$ cat config.mk
export PLATFORM = sky130hd
export DESIGN_NAME = regfile_wb_arbiter
export DESIGN_NICKNAME = d
export VERILOG_FILES = /design/src/rtl/regfile_wb_arbiter_pkg.sv /design/src/rtl/regfile_wb_arbiter_rr_arbiter.sv /design/src/rtl/regfile_wb_arbiter.sv
export SDC_FILE = /design/constraint.sdc
export NUM_CORES = 1
export LEC_CHECK = 0
export CAP_MARGIN = 10
export CORE_UTILIZATION = 41
export CTS_CLUSTER_SIZE = 14
export DETAILED_ROUTE_END_ITERATION = 10
export HOLD_SLACK_MARGIN = 0.05
export PLACE_DENSITY = 0.81
export SYNTH_ARGS = -nofsm -noshare
export SYNTH_HDL_FRONTEND = slang
export SYNTH_HIERARCHICAL = 1
export SYNTH_SLANG_ARGS = --single-unit
$ cat constraint.sdc
create_clock -name clk -period 2.5 [get_ports clk]
set_input_delay 0.25 -clock clk [delete_from_list [all_inputs] [get_ports clk]]
set_output_delay 0.25 -clock clk [all_outputs]
set_load 0.03 [all_outputs]
$ cat src/rtl/regfile_wb_arbiter_pkg.sv
// Shared constants for the register file writeback arbiter.
package regfile_wb_arbiter_pkg;

  // Width of the pending-write scoreboard (one bit per architectural register).
  localparam int unsigned REGS = 32;

  // Index of the hard-wired zero register.
  localparam int unsigned R0_IDX = 0;

  // Default widths.
  localparam int unsigned NREQ_DEF = 3;
  localparam int unsigned DW_DEF   = 32;
  localparam int unsigned AW_DEF   = 5;

  // Pointer advance after a grant to index g: wraps to 0 past the last requester.
  function automatic int unsigned rr_next(input int unsigned g, input int unsigned n);
    return (g + 1 >= n) ? 0 : g + 1;
  endfunction

endpackage

$ cat src/rtl/regfile_wb_arbiter_rr_arbiter.sv
// Round-robin priority scan: first valid request at or after ptr, modulo NREQ.
module rr_arbiter
  import regfile_wb_arbiter_pkg::*;
#(
  parameter int unsigned NREQ = NREQ_DEF,
  parameter int unsigned PW   = (NREQ > 1) ? $clog2(NREQ) : 1
) (
  input  logic [NREQ-1:0] req,
  input  logic [PW-1:0]   ptr,
  output logic [NREQ-1:0] gnt,
  output logic [PW-1:0]   gnt_idx,
  output logic            gnt_any
);

  int unsigned     idx;
  logic [PW-1:0]   idx_w;

  // Scan from the pointer and take the first valid requester.
  always_comb begin
    gnt     = '0;
    gnt_idx = '0;
    gnt_any = 1'b0;
    idx     = 0;
    idx_w   = '0;
    for (int unsigned off = 0; off < NREQ; off++) begin
      idx   = (32'(ptr) + off) % NREQ;
      idx_w = PW'(idx);
      if (!gnt_any && req[idx_w]) begin
        gnt_any    = 1'b1;
        gnt_idx    = idx_w;
        gnt[idx_w] = 1'b1;
      end
    end
  end

endmodule

$ cat src/rtl/regfile_wb_arbiter.sv
// Register file write-port arbiter with registered write outputs and a
// pending-write scoreboard for issue-stage operand stalls.
module regfile_wb_arbiter
  import regfile_wb_arbiter_pkg::*;
#(
  parameter int unsigned NREQ = NREQ_DEF,
  parameter int unsigned DW   = DW_DEF,
  parameter int unsigned AW   = AW_DEF
) (
  input  logic               clk,
  input  logic               rst_n,
  input  logic [NREQ-1:0]    req_valid,
  input  logic [NREQ*AW-1:0] req_addr,
  input  logic [NREQ*DW-1:0] req_data,
  output logic [NREQ-1:0]    req_ready,
  input  logic               rsv_valid,
  input  logic [AW-1:0]      rsv_addr,
  output logic               we3,
  output logic [AW-1:0]      wa3,
  output logic [DW-1:0]      wd3,
  output logic [REGS-1:0]    pend
);

  localparam int unsigned PW = (NREQ > 1) ? $clog2(NREQ) : 1;

  logic [PW-1:0]   ptr_q;
  logic [NREQ-1:0] gnt;
  logic [PW-1:0]   gnt_idx;
  logic            gnt_any;
  logic            xfer;
  logic [AW-1:0]   sel_addr;
  logic [DW-1:0]   sel_data;
  logic [REGS-1:0] pend_q, pend_d;

  logic [AW-1:0] addr_arr [NREQ];
  logic [DW-1:0] data_arr [NREQ];

  for (genvar i = 0; i < NREQ; i++) begin : g_unpack
    assign addr_arr[i] = req_addr[i*AW +: AW];
    assign data_arr[i] = req_data[i*DW +: DW];
  end

  rr_arbiter #(
    .NREQ (NREQ),
    .PW   (PW)
  ) u_rr_arbiter (
    .req     (req_valid),
    .ptr     (ptr_q),
    .gnt     (gnt),
    .gnt_idx (gnt_idx),
    .gnt_any (gnt_any)
  );

  // Grant is suppressed while reset is held so no transfer can be counted.
  assign req_ready = rst_n ? gnt : '0;
  assign xfer      = rst_n && gnt_any;
  assign sel_addr  = addr_arr[gnt_idx];
  assign sel_data  = data_arr[gnt_idx];

  // Pointer moves past the winner on a transfer, otherwise holds.
  always_ff @(posedge clk or negedge rst_n) begin
    if (!rst_n) begin
      ptr_q <= '0;
    end else if (xfer) begin
      ptr_q <= PW'(rr_next(32'(gnt_idx), NREQ));
    end
  end

  // Register the winning write; r0 completes the handshake but never writes.
  always_ff @(posedge clk or negedge rst_n) begin
    if (!rst_n) begin
      we3 <= 1'b0;
      wa3 <= '0;
      wd3 <= '0;
    end else begin
      we3 <= xfer && (sel_addr != AW'(R0_IDX));
      if (xfer) begin
        wa3 <= sel_addr;
        wd3 <= sel_data;
      end
    end
  end

  // Scoreboard next state: a new reservation beats the landing write's clear.
  always_comb begin
    pend_d = '0;
    for (int unsigned r = 1; r < REGS; r++) begin
      pend_d[r] = (rsv_valid && (rsv_addr == AW'(r))) ||
                  (pend_q[r] && !(we3 && (wa3 == AW'(r))));
    end
  end

  // Scoreboard state.
  always_ff @(posedge clk or negedge rst_n) begin
    if (!rst_n) begin
      pend_q <= '0;
    end else begin
      pend_q <= pend_d;
    end
  end

  assign pend = pend_q;

endmodule

Yosys cells after proc, flatten, opt, wreduce, memory -nomap -nowiden
Cells that the tools add are included.
{"block": "totals", "reg_bits": 71, "in_bits": 122, "out_inout_bits": 73, "wordCells": 278}
{"block": "classes", "add_sub_neg": 3, "div_mod_pow": 3, "magnitude_cmp": 8, "eq_ne": 62, "n_mux": 29, "n_bitwise": 3, "n_reduce_logical": 165}
{"op": "equality test 5 bit, second input constant", "count": 32}
{"op": "logical AND 1 bit", "count": 100}
{"op": "equality test 5 x 4 -> 1 bit, second input constant", "count": 16}
{"op": "binary-select mux 32 bit (select 2 bit)", "count": 1}
{"op": "modulo 32 x 2 -> 32 bit, second input constant", "count": 2}
{"op": "2-to-1 mux 32 bit", "count": 2}
{"op": "equality test 5 x 3 -> 1 bit, second input constant", "count": 8}
{"op": "zero test 1 bit", "count": 33}
{"op": "modulo 2 x 2 -> 32 bit, second input constant", "count": 1}
{"op": "logical OR 1 bit", "count": 31}
{"op": "equality test 5 x 2 -> 1 bit, second input constant", "count": 4}
{"op": "2-to-1 mux 3 bit", "count": 4}
{"op": "binary-select mux 5 bit (select 2 bit)", "count": 1}
{"op": "equality test 5 x 1 -> 1 bit, second input constant", "count": 2}
{"op": "2-to-1 mux 5 bit", "count": 2}
{"op": "less-than comparator 2 x 3 -> 1 bit, second input constant", "count": 3}
{"op": "2-to-1 mux 1 bit", "count": 9}
{"op": "2-to-1 mux 2 bit", "count": 4}
{"op": "adder 2 x 1 -> 3 bit, second input constant", "count": 2}
{"op": "binary-select mux 1 bit (select 2 bit)", "count": 3}
{"op": "demux 1 bit (select 2 bit)", "count": 3}
{"op": "greater-or-equal comparator 2 x 1 -> 1 bit, second input constant", "count": 3}
{"op": "bitwise OR 3 bit", "count": 2}
{"op": "nonzero test 5 bit", "count": 1}
{"op": "other kinds (4)", "count": 4}

Logic depth before layout (Yosys ltp)
{"block": "depth", "ltp_word": 16, "depth_mapped": 13, "mapped_depth_nobuf": 10}

Modules after synthesis
Netlist, hierarchy kept.
{"mod": "regfile_wb_arbiter", "instances": 1, "cells_each": 388, "area_each_um2": 3505.9}
{"mod": "rr_arbiter", "instances": 1, "cells_each": 53, "area_each_um2": 347.8}

Worst setup path before layout
Ideal clock, no wire load.
{"block": "synth_timing", "path_type": "reg-to-reg", "start": "register ptr_q[1]", "end": "register wd3[0]", "arrival_time_ns": 2.106, "slack_ns": 0.262, "path_stages_with_launch": 14, "synth_period_minus_slack_ns": 2.238, "cell_sequence": "dfrtp_1 inv_1 ha_1 buf_6 mux2i_2 o22a_4 o2111ai_1 nand3_1 buf_6 buf_6 mux2i_1 nor2_1 a21oi_1 o21ai_1"}
{"block": "synth_via", "elab_chain_cells": 14, "elab_cells_between_ends": 26, "classes_between": "add/sub (2); div (3); mux (15); bitwise (1); reduce/logical (5)"}
{"element": "from (decl)", "line_no": "regfile_wb_arbiter.sv:26", "rtl": "logic [PW-1:0] ptr_q;"}
{"element": "from (signal assigned)", "line_no": "regfile_wb_arbiter.sv:65", "rtl": "ptr_q <= PW'(rr_next(32'(gnt_idx), NREQ));"}
{"element": "branches (longest 9 deep; another with modulo 32 x 2 -> 32 bit)"}
{"element": "2-to-1 mux 2 bit *", "line_no": "regfile_wb_arbiter_rr_arbiter.sv:28", "rtl": "if (!gnt_any && req[idx_w]) begin"}
{"element": "net gnt_idx[1]", "line_no": "regfile_wb_arbiter.sv:28", "rtl": "logic [PW-1:0] gnt_idx;"}
{"element": "inverter 2 -> 3 bit (implied by the code) *", "line_no": "regfile_wb_arbiter.sv:58", "rtl": "assign sel_data = data_arr[gnt_idx];"}
{"element": "binary-select mux 32 bit (select 2 bit) *", "line_no": "regfile_wb_arbiter.sv:58"}
{"element": "2-to-1 mux 32 bit (implied by the code) * (2 in a row)", "line_no": "regfile_wb_arbiter.sv:58"}
{"element": "to (signal assigned)", "line_no": "regfile_wb_arbiter.sv:79", "rtl": "wd3 <= sel_data;"}
{"element": "to (decl)", "line_no": "regfile_wb_arbiter.sv:20", "rtl": "output logic [DW-1:0] wd3,"}
Mark *: on every way through the listed nets, which the timed path passes. The select of a mux whose other input is x is not followed.
A chain may end at the register's enable or synchronous reset.

Worst setup path after layout
{"block": "layout_timing", "start": "register ptr_q[0]", "end": "output req_ready[1]"}
{"block": "layout_via", "elab_chain_cells": 11, "elab_cells_between_ends": 38, "classes_between": "add/sub (2); div (3); order compare (6); mux (18); bitwise (2); reduce/logical (7)"}
{"element": "adder 2 x 1 -> 3 bit / modulo 2 x 2 -> 32 bit (equally long branches)", "line_no": "regfile_wb_arbiter_rr_arbiter.sv:26", "rtl": "idx = (32'(ptr) + off) % NREQ;"}
{"element": "modulo 32 x 2 -> 32 bit, or another cell as far along", "line_no": "regfile_wb_arbiter_rr_arbiter.sv:26"}
{"element": "less-than comparator 2 x 3 -> 1 bit (implied by the code), or another cell as far along", "line_no": "regfile_wb_arbiter_rr_arbiter.sv:31", "rtl": "gnt[idx_w] = 1'b1;"}
{"element": "logical AND 1 bit (implied by the code), or another cell as far along", "line_no": "regfile_wb_arbiter_rr_arbiter.sv:31"}
{"element": "2-to-1 mux 1 bit (implied by the code), or another cell as far along", "line_no": "regfile_wb_arbiter_rr_arbiter.sv:31"}
{"element": "demux 1 bit (select 2 bit), or another cell as far along"}
{"element": "bitwise OR 3 bit (no source line) / 2-to-1 mux 1 bit (equally long branches)"}
{"element": "2-to-1 mux 3 bit / zero test 1 bit (equally long branches)", "line_no": "regfile_wb_arbiter_rr_arbiter.sv:28"}
{"element": "bitwise OR 3 bit (no source line) / logical AND 1 bit (equally long branches)"}
{"element": "2-to-1 mux 3 bit *", "line_no": "regfile_wb_arbiter_rr_arbiter.sv:28"}
{"element": "net gnt[1]", "line_no": "regfile_wb_arbiter.sv:27", "rtl": "logic [NREQ-1:0] gnt;"}
{"element": "2-to-1 mux 3 bit *", "line_no": "regfile_wb_arbiter.sv:55", "rtl": "assign req_ready = rst_n ? gnt : '0;"}
{"element": "to (decl)", "line_no": "regfile_wb_arbiter.sv:15", "rtl": "output logic [NREQ-1:0] req_ready,"}
Mark *: on every way through the listed nets, which the timed path passes. The rest lies on a longest branch. The select of a mux whose other input is x is not followed.

==> impl_metrics.csv <==
group,metric,value,unit
sta,slew_violations,0,
grt,track_usage,25.6,%
synthesis,synth_most_common_cell,"o21ai_1",
synthesis,syn_nets,567,
clocking,h-tree-depth,3,
grt,grt_pass1_wl,19600,microns
detailed_routing,wl,12100,microns
grt,grt_max_degree,52,
setup_path,cp-start-kind,"flip-flop",
layout,fin_nets,766,
sta,finalSetupViolCount,0,
die,fp.coreArea,9150,sq um
sta,holdWs,0.400,ns
synthesis,syn_inst,441,
die,pin_count,195,
setup_path,crit_path_max_incr_delay,0.42,ns
synthesis,ys_seq_area_share,46.1,%
synthesis,synth.top_cells.by_area,"dfrtp_1, o21ai_1, mux2i_1, nand2_1, a21oi_1",
synthesis,yosysWarnings,6,
synthesis,synth_area,3850,sq um
synthesis,synth_seq_cells,71,
pwr,power.total,8.22,mW
outcome,status,"finished clean",
setup_path,crit_buf_inv,4,
layout,fillers,731,
grt,overflow,0,
synthesis,synth_top_area_cell,"dfrtp_1",
detailed_routing,vias_per_cell,5.35,
setup_path,path_delay_family,"buffers and inverters",
sta,min_period_over_period,95.6,%
sta,worst_slew_pin_slew,0.548,ns
synthesis,postSynthAreaPerCell,8.74,sq um
clocking,cts_tree,"yes",
sta,min_period,2.39,ns
setup_path,crit_arrival,2.14,ns
synthesis,synth.top_cell.area_share,46.1,%
sta,hold_viol_final,0,
clocking,cts.sinks,71,
synthesis,synth_edf_count,0,
clocking,clkTransAtPathRegs,0.08,ns
setup_path,path_max_fanout,8,
layout,drive_gt1_share,9.15,%
sta,worst_slew_margin_rel,63.4,%
detailed_routing,drt_iter0_markers,185,
pwr,p_leak,2.45,nW
grt,grt_antenna_before_repair,0,
setup_path,crit_type,"flip-flop to primary output",
place,dp_worst_setup_slack,0.0419,ns
place,dp_hpwl,9270,microns
grt,grt_pass1_vias,4066,
synthesis,netlist-cell-type-count,43,
detailed_routing,drtPass1Iterations,4,
clocking,cts_buffers,9,
synthesis,synth_common_cells,"o21ai_1, dfrtp_1, nand2_1",
place,placed_cells,737,
grt,gr-usage-met1,30.3,%
flow_run,drv_cap,0,
sta,fin_tns_setup,0,ns
die,dieArea,9790,sq um
grt,grt_use_met3,8.79,%
clocking,insertion_delay,0.35,ns
setup_path,cp.required,2.25,ns
detailed_routing,vias,4042,
synthesis,synth-main-ff-cell,"dfrtp_1",
min_path,hold_path.class,"primary input to asynchronous set/reset pin",
die,dieHeight,99.0,microns
synthesis,async_flop_share,100,%
layout,stdcell_count,756,
detailed_routing,ant_nets,0,
layout,syn2layout_area_growth,61.9,%
detailed_routing,drc,0,
grt,grt_use_met2,43.5,%
setup_path,cp-end-kind,"primary output",
sta,timing.fmax,418,MHz
setup_path,crit_slowest_cell,"dfrtp_2",
die,rows,35,
die,die_w,99.0,microns
pwr,p_per_area,1320,nW/um^2
place,gp_congestion,0.924,
sta,finClkSkew,0.00887,ns
die,start_util,42.1,%
layout,n_antenna_cell,0,
grt,busiest_layer,"met2",
sta,layout_setup_ws,0.109,ns
clocking,clockRootBuffer,"clkbuf_8",
setup_path,path_cells,"inv_2 > ha_4 > inv_1 > a21oi_1 > o21ai_0 > buf_4 > a21oi_1 > and2_4 > buf_4",
place,portBuffers,193,
pwr,ir_drop,0.735,mV
detailed_routing,routedWlPerCell,16.0,microns
clocking,cts.path.max_buffers,2,
path summary, 6_finish.rpt:
path	start	end	slack (ns)	cells after the start
max	ptr_q[0]	req_ready[1]	0.11	9
min	rst_n	wd3[20]	0.40	2
max reg2reg	ptr_q[1]	we3	0.13	11
min reg2reg	wd3[31]	wd3[31]	0.49	2
max in group asynchronous	rst_n	ptr_q[1]	1.17	3
min in group clk	wd3[31]	wd3[31]	0.49	2
kinds of logic after synthesis:
kind of cell	count (synthesis)	share of synthesized area, %
DFF	71	46.1
muxes	38	9.97
other	1	0.0973
buffers and inverters	28	4.06
adders and majority gates	4	1.30
and+or+nand+nor	145	16.8
AOI/OAI and AO/OA	154	21.7
registers in the layout, summed over array words and instances (netlist names):
register	cells
wd3	32
pend	31
wa3	5
ptr_q	2
we3	1
routing by layer:
| layer | share of wire, % | routed length, microns | vias to the layer above |
|---|---|---|---|
| met2 | 49 | 5950 | 194 |
| met1 | 40 | 4900 | 1893 |
| li1 | - | - | 1938 |
| met4 | 2.0 | 246 | 0 |
| met5 | 0 | 0 | - |
| met3 | 8.5 | 1030 | 17 |
power by group:
group	leakage (nW)	switching, mW	internal, mW	total (mW)
sequential	0.817	0.372	1.68	2.06
clock	0.0873	0.454	0.411	0.865
combinational	1.54	3.03	2.27	5.30
total	2.45	3.85	4.37	8.22
area by class of cell:
| class | instances | area (sq um) | area share, % |
|---|---|---|---|
| timing repair buffer | 212 | 2120 | 34.0 |
| clock inverter | 5 | 32.5 | 0.521 |
| multi-input combinational | 342 | 2000 | 32.1 |
| inverter | 4 | 15.0 | 0.241 |
| clock buffer | 11 | 151 | 2.43 |
| sequential | 71 | 1780 | 28.5 |
| tap | 111 | 139 | 2.23 |
stage by stage:
stage | cell area [sq um] | utilization, %
floorplan | 3850 | -
global placement | 5960 | 65.2
detailed placement | 5960 | 65.2
CTS | 6190 | 67.6
global route | 6240 | 68.2
finish | 6240 | 68.2
layout by cell type, fill, tap and decap left out, types with 4 or more instances in the layout:
| master | n |
|---|---|
| nand2b_1 | 9 |
| dfrtp_1 | 69 |
| buf_12 | 4 |
| nor2b_1 | 5 |
| nand3_1 | 7 |
| buf_4 | 17 |
| nand2_1 | 62 |
| mux2i_1 | 37 |
| nor2_1 | 42 |
| o21ai_1 | 93 |
| o21ai_0 | 6 |
| clkbuf_8 | 11 |
| clkdlybuf4s50_1 | 189 |
| a21oi_1 | 38 |
timing repair:
item,in CTS,in global routing
gates resized for setup,6,10
buffers inserted,0,2
endpoints found under the hold margin,28,0
hold buffers,1,0
endpoints found under the setup margin,1,36
pin swaps,0,1
(Power assumes the default switching activity.)
==> patch 1, RTL diff (config.mk and constraints unchanged) <==
Set the package constant `NREQ_DEF` to 2 (it was 3).
--- a/src/rtl/regfile_wb_arbiter_pkg.sv
+++ b/src/rtl/regfile_wb_arbiter_pkg.sv
@@ -10,3 +10,3 @@
   // Default widths.
-  localparam int unsigned NREQ_DEF = 3;
+  localparam int unsigned NREQ_DEF = 2;
   localparam int unsigned DW_DEF   = 32;
Interface: changed (resized req_addr, req_data, req_ready and req_valid); port bits go from 195 to 156. No check against the original RTL was run, so the function may have changed too.
==> patch 1 against the original RTL <==
  * Count of clock-buffer cells in the layout shrank 1
  * Sequential cell count fell by 1
  * Routed wire length shrank 28%
  * Hold slack got worse by 240 ps
  * Largest cell class is now registers
  * Final area is 20% lower
  * Critical endpoint is now req_ready[0]
  * Critical path depth fell by 5
  * Worst setup slack improved by 350 ps
  * Synthesized area shrank 19%
Power is not compared: it rests on default switching activity, and its combinational part moved more than twofold at a synthesized area within 25%.
==> patch 1: results <==
metrics = {
    "synth": {
        "avgSynthCellArea_um2": 10.3,
        "synth.distinct_cells": 28,
        "synthAdderAreaFrac": 0,
        "syn_nets": 388,
        "synth_compound_area_frac": 0.167,
    },
    "setup_path": {
        "critPathSlowestCell": "clkdlybuf4s50_1",
        "cp-startpoint": "req_valid[0]",
        "r2r_start": "ptr_q$_DFFE_PN0P_",
        "reg2reg_depth": 5,
        "slowest_delay_ps": 660,
        "r2r-end": "wd3[11]$_DFFE_PN0P_",
        "crit_arrival_ps": 1790,
        "r2r_slack_ps": 860,
        "cp-endpoint": "req_ready[0]",
    },
    "cts": {
        "cts_root_buf": "clkbuf_8",
        "ctsResizeCount": 0,
    },
    "detailed_routing": {
        "drt-total-wl_mm": 8.68,
        "wl_per_cell_um": 15.4,
        "vias": 2916,
        "met3_length_um": 987,
        "first_pass_iters": 5,
        "met1Wirelength_mm": 3.51,
    },
    "global_route": {
        "use_met1": 0.282,
        "met3_usage": 0.0766,
        "grt_pass1_vias": 2742,
        "grt_max_degree": 71,
        "grt_pass1_wl_mm": 13.4,
        "grt_usage": 0.227,
    },
    "placed_design": {
        "gp_congestion": 0.848,
        "dp_slack_ps": 471,
        "dpl.hpwl_mm": 6.43,
        "io_buffers": 154,
        "placedCellCount": 548,
    },
    "timing": {
        "tightest_slew_ps": 880,
    },
    "status": {
        "status": "completed",
    },
}
patch 1: cell count changes in the layout (fill, tap and decap cells not counted), moves of 5 or more:
cell             before  now
nand2_1              62   42
nand3_1               7    2
o21ai_1              93    6
o21ai_0               6   94
nor2_1               42    2
a21oi_1              38    0
clkdlybuf4s50_1     189  153
buf_4                17    6
patch 1: cell type report:
| cell class | count | area (um2) | share of cell area |
|---|---|---|---|
| multi-input cells | 219 | 1320 | 0.266 |
| clock inverters | 6 | 61.3 | 0.0123 |
| inverters | 1 | 3.75 | 0.000754 |
| well taps | 99 | 124 | 0.0249 |
| flip-flops and latches | 70 | 1750 | 0.352 |
| clock buffers | 10 | 138 | 0.0277 |
| repair buffers | 159 | 1580 | 0.317 |
patch 1: metrics by stage:
stage,power [mW],hold slack (ps)
2_1_floorplan,2.48,-45.6
3_3_place_gp,3.30,463
3_5_place_dp,3.34,469
4_1_cts,4.26,189
5_1_grt,4.45,238
6_report,4.23,157
==> patch 2, RTL diff (same settings) <==
Made on the original files. Make the reset (`rst_n`) synchronous in 3 clocked blocks.
--- a/src/rtl/regfile_wb_arbiter.sv
+++ b/src/rtl/regfile_wb_arbiter.sv
@@ -60,3 +60,3 @@
   // Pointer moves past the winner on a transfer, otherwise holds.
-  always_ff @(posedge clk or negedge rst_n) begin
+  always_ff @(posedge clk) begin
     if (!rst_n) begin
@@ -69,3 +69,3 @@
   // Register the winning write; r0 completes the handshake but never writes.
-  always_ff @(posedge clk or negedge rst_n) begin
+  always_ff @(posedge clk) begin
     if (!rst_n) begin
@@ -93,3 +93,3 @@
   // Scoreboard state.
-  always_ff @(posedge clk or negedge rst_n) begin
+  always_ff @(posedge clk) begin
     if (!rst_n) begin
Function: differs if rst_n is asserted again (counterexample within 4 cycles, from zero or initial values and one cycle with rst_n low); with rst_n held inactive, the same outputs for 4 cycles.
==> patch 2 against the original RTL <==
  * Sequential cell count did not move
  * Worst setup slack got worse by 38 ps
  * Largest cell class is now multi-input gates
  * Clock power rose by 29%
  * Largest power group unchanged
  * Critical path depth fell by 1
  * Routed wire length fell by 0.57%
  * Synthesized area fell by 3.6%
  * Final area fell by 1.6%
  * Core utilization rose by 1.9 points
  * First-iteration DRC count fell by 30%
  * Total power fell by 25%
  * Combinational power fell by 35%
  * Die area fell by 3.6%
  * Fmax fell by 1.6%
==> patch 2: results <==
metrics = {
    "cts": {
        "ctsResizeCount": 9,
        "cts_setup_buffers": 1,
    },
    "power_and_ir_drop": {
        "peakVddDrop_mv": 0.636,
    },
    "setup_path": {
        "critPathMaxFanout": 5,
        "reg2reg_depth": 12,
        "r2r_slack_ps": 100,
        "r2r-end": "wd3[4]$_SDFFE_PN0P_",
        "crit_arrival_ps": 2180,
    },
    "global_route": {
        "grt_pass1_vias": 4070,
        "grt_usage": 0.251,
        "grt_max_degree": 38,
        "grt_pass1_wl_mm": 19.3,
        "met2_usage": 0.451,
    },
    "placed_design": {
        "place_area_mm2": 0.00580,
        "placedCellCount": 759,
        "dpl.hpwl_mm": 9.15,
        "dp_slack_ps": -125,
        "gp_congestion": 0.948,
    },
    "synth": {
        "synth_top_cells_by_count": "84 x nor2_1, 71 x dfxtp_1, 70 x a21oi_1",
        "avgSynthCellArea_um2": 7.80,
        "synth.distinct_cells": 41,
        "synth_area_leader_cell": "dfxtp_1",
        "yosysTopAreaCellShare": 0.383,
        "yosys-top-cells-area": "dfxtp_1 38%, mux2i_1 12%, a21oi_1 9.4%, nor2_1 8.5%, a211oi_1 6.9%",
    },
    "final_layout": {
        "finalNetCount": 792,
        "drive_gt1_frac": 0.0805,
        "n_fill_cell": 699,
    },
    "timing": {
        "skew_ps": 5.72,
        "tightest_slew_ps": 592,
    },
    "detailed_routing": {
        "vias": 4191,
        "via_per_inst": 5.38,
        "drt-total-wl_mm": 12.1,
    },
    "min_path": {
        "worstHoldPathType": "flop to flop",
    },
    "status": {
        "status": "completed",
    },
}
patch 2: changes by cell type after synthesis, moves of 3 or more:
cell / delta
buf_2: -3
mux2i_1: +6
nand2_1: -15
o21ai_0: +14
dfrtp_1: -71
dfxtp_1: +71
clkbuf_1: +11
o21ai_1: -80
a21oi_1: +30
a211oi_1: +33
nor2_1: +42
patch 2: how the worst max path moves through the flow:
| stage | from | end | slack [ps] |
|---|---|---|---|
| final | ptr_q[1]$_SDFFE_PN0P_ | req_ready[1] | 70 |
| after global routing | ptr_q[0]$_SDFFE_PN0P_ | we3$_SDFF_PN0_ | -80 |
| after CTS | ptr_q[0]$_SDFFE_PN0P_ | wa3[3]$_SDFFE_PN0P_ | 3 |
| after detailed placement | req_valid[2] | wd3[11]$_SDFFE_PN0P_ | -120 |
| after global placement | req_valid[2] | wa3[3]$_SDFFE_PN0P_ | -30 |
| after floorplan | ptr_q[1]$_SDFFE_PN0P_ | we3$_SDFF_PN0_ | 260 |
patch 2: final cells by class:
| class | count | area [um2] | area share |
|---|---|---|---|
| Multi-Input combinational cell | 366 | 2180 | 0.355 |
| Sequential cell | 71 | 1420 | 0.232 |
| Timing Repair Buffer | 213 | 2140 | 0.348 |
| Clock buffer | 9 | 124 | 0.0202 |
| Tap cell | 108 | 135 | 0.0220 |
| Clock inverter | 7 | 121 | 0.0198 |
| Inverter | 5 | 18.8 | 0.00306 |
patch 2: critical path: stages, from the launching register on:
cell	delay, ps
dfxtp_1	360
inv_1	90
ha_4	190
mux2i_4	190
or2_4	270
a21oi_2	220
a21oi_1	70
and2_1	160
clkdlybuf4s15_2	280
patch 2: where the power goes:
part           internal, mW  total, mW  switching, mW  leakage (nW)
Combinational          1.51       3.46           1.94          1.58
Clock                 0.666       1.12          0.457         0.123
Sequential             1.39       1.57          0.182         0.583
Total                  3.57       6.15           2.58          2.29
patch 2: metrics by stage:
stage,hold WS [ps],utilization,TNS [ps]
after floorplan,366,-,0
after global placement,462,0.662,-63.0
after detailed placement,471,0.662,-2140
after CTS,481,0.693,0
after global routing,509,0.701,-196
final,484,0.701,0
patch 2: kinds of logic (layout without fill, tap and decap cells):
logic type	Yosys count	after routing	synth area share
AO/OA/AOI/OAI	151	151	0.242
flip-flops	71	71	0.383
AND/OR/NAND/NOR	166	166	0.189
other	1	1	0.00101
adder cells (fa/ha/maj)	4	4	0.0135
buffers and inverters	39	234	0.0522
multiplexers	44	44	0.120
patch 2: routing by layer:
metal | share of wire | vias to the layer above
li1 | - | 2051
met5 | 0 | -
met4 | 0.029 | 0
met2 | 0.51 | 196
met3 | 0.077 | 24
met1 | 0.38 | 1920
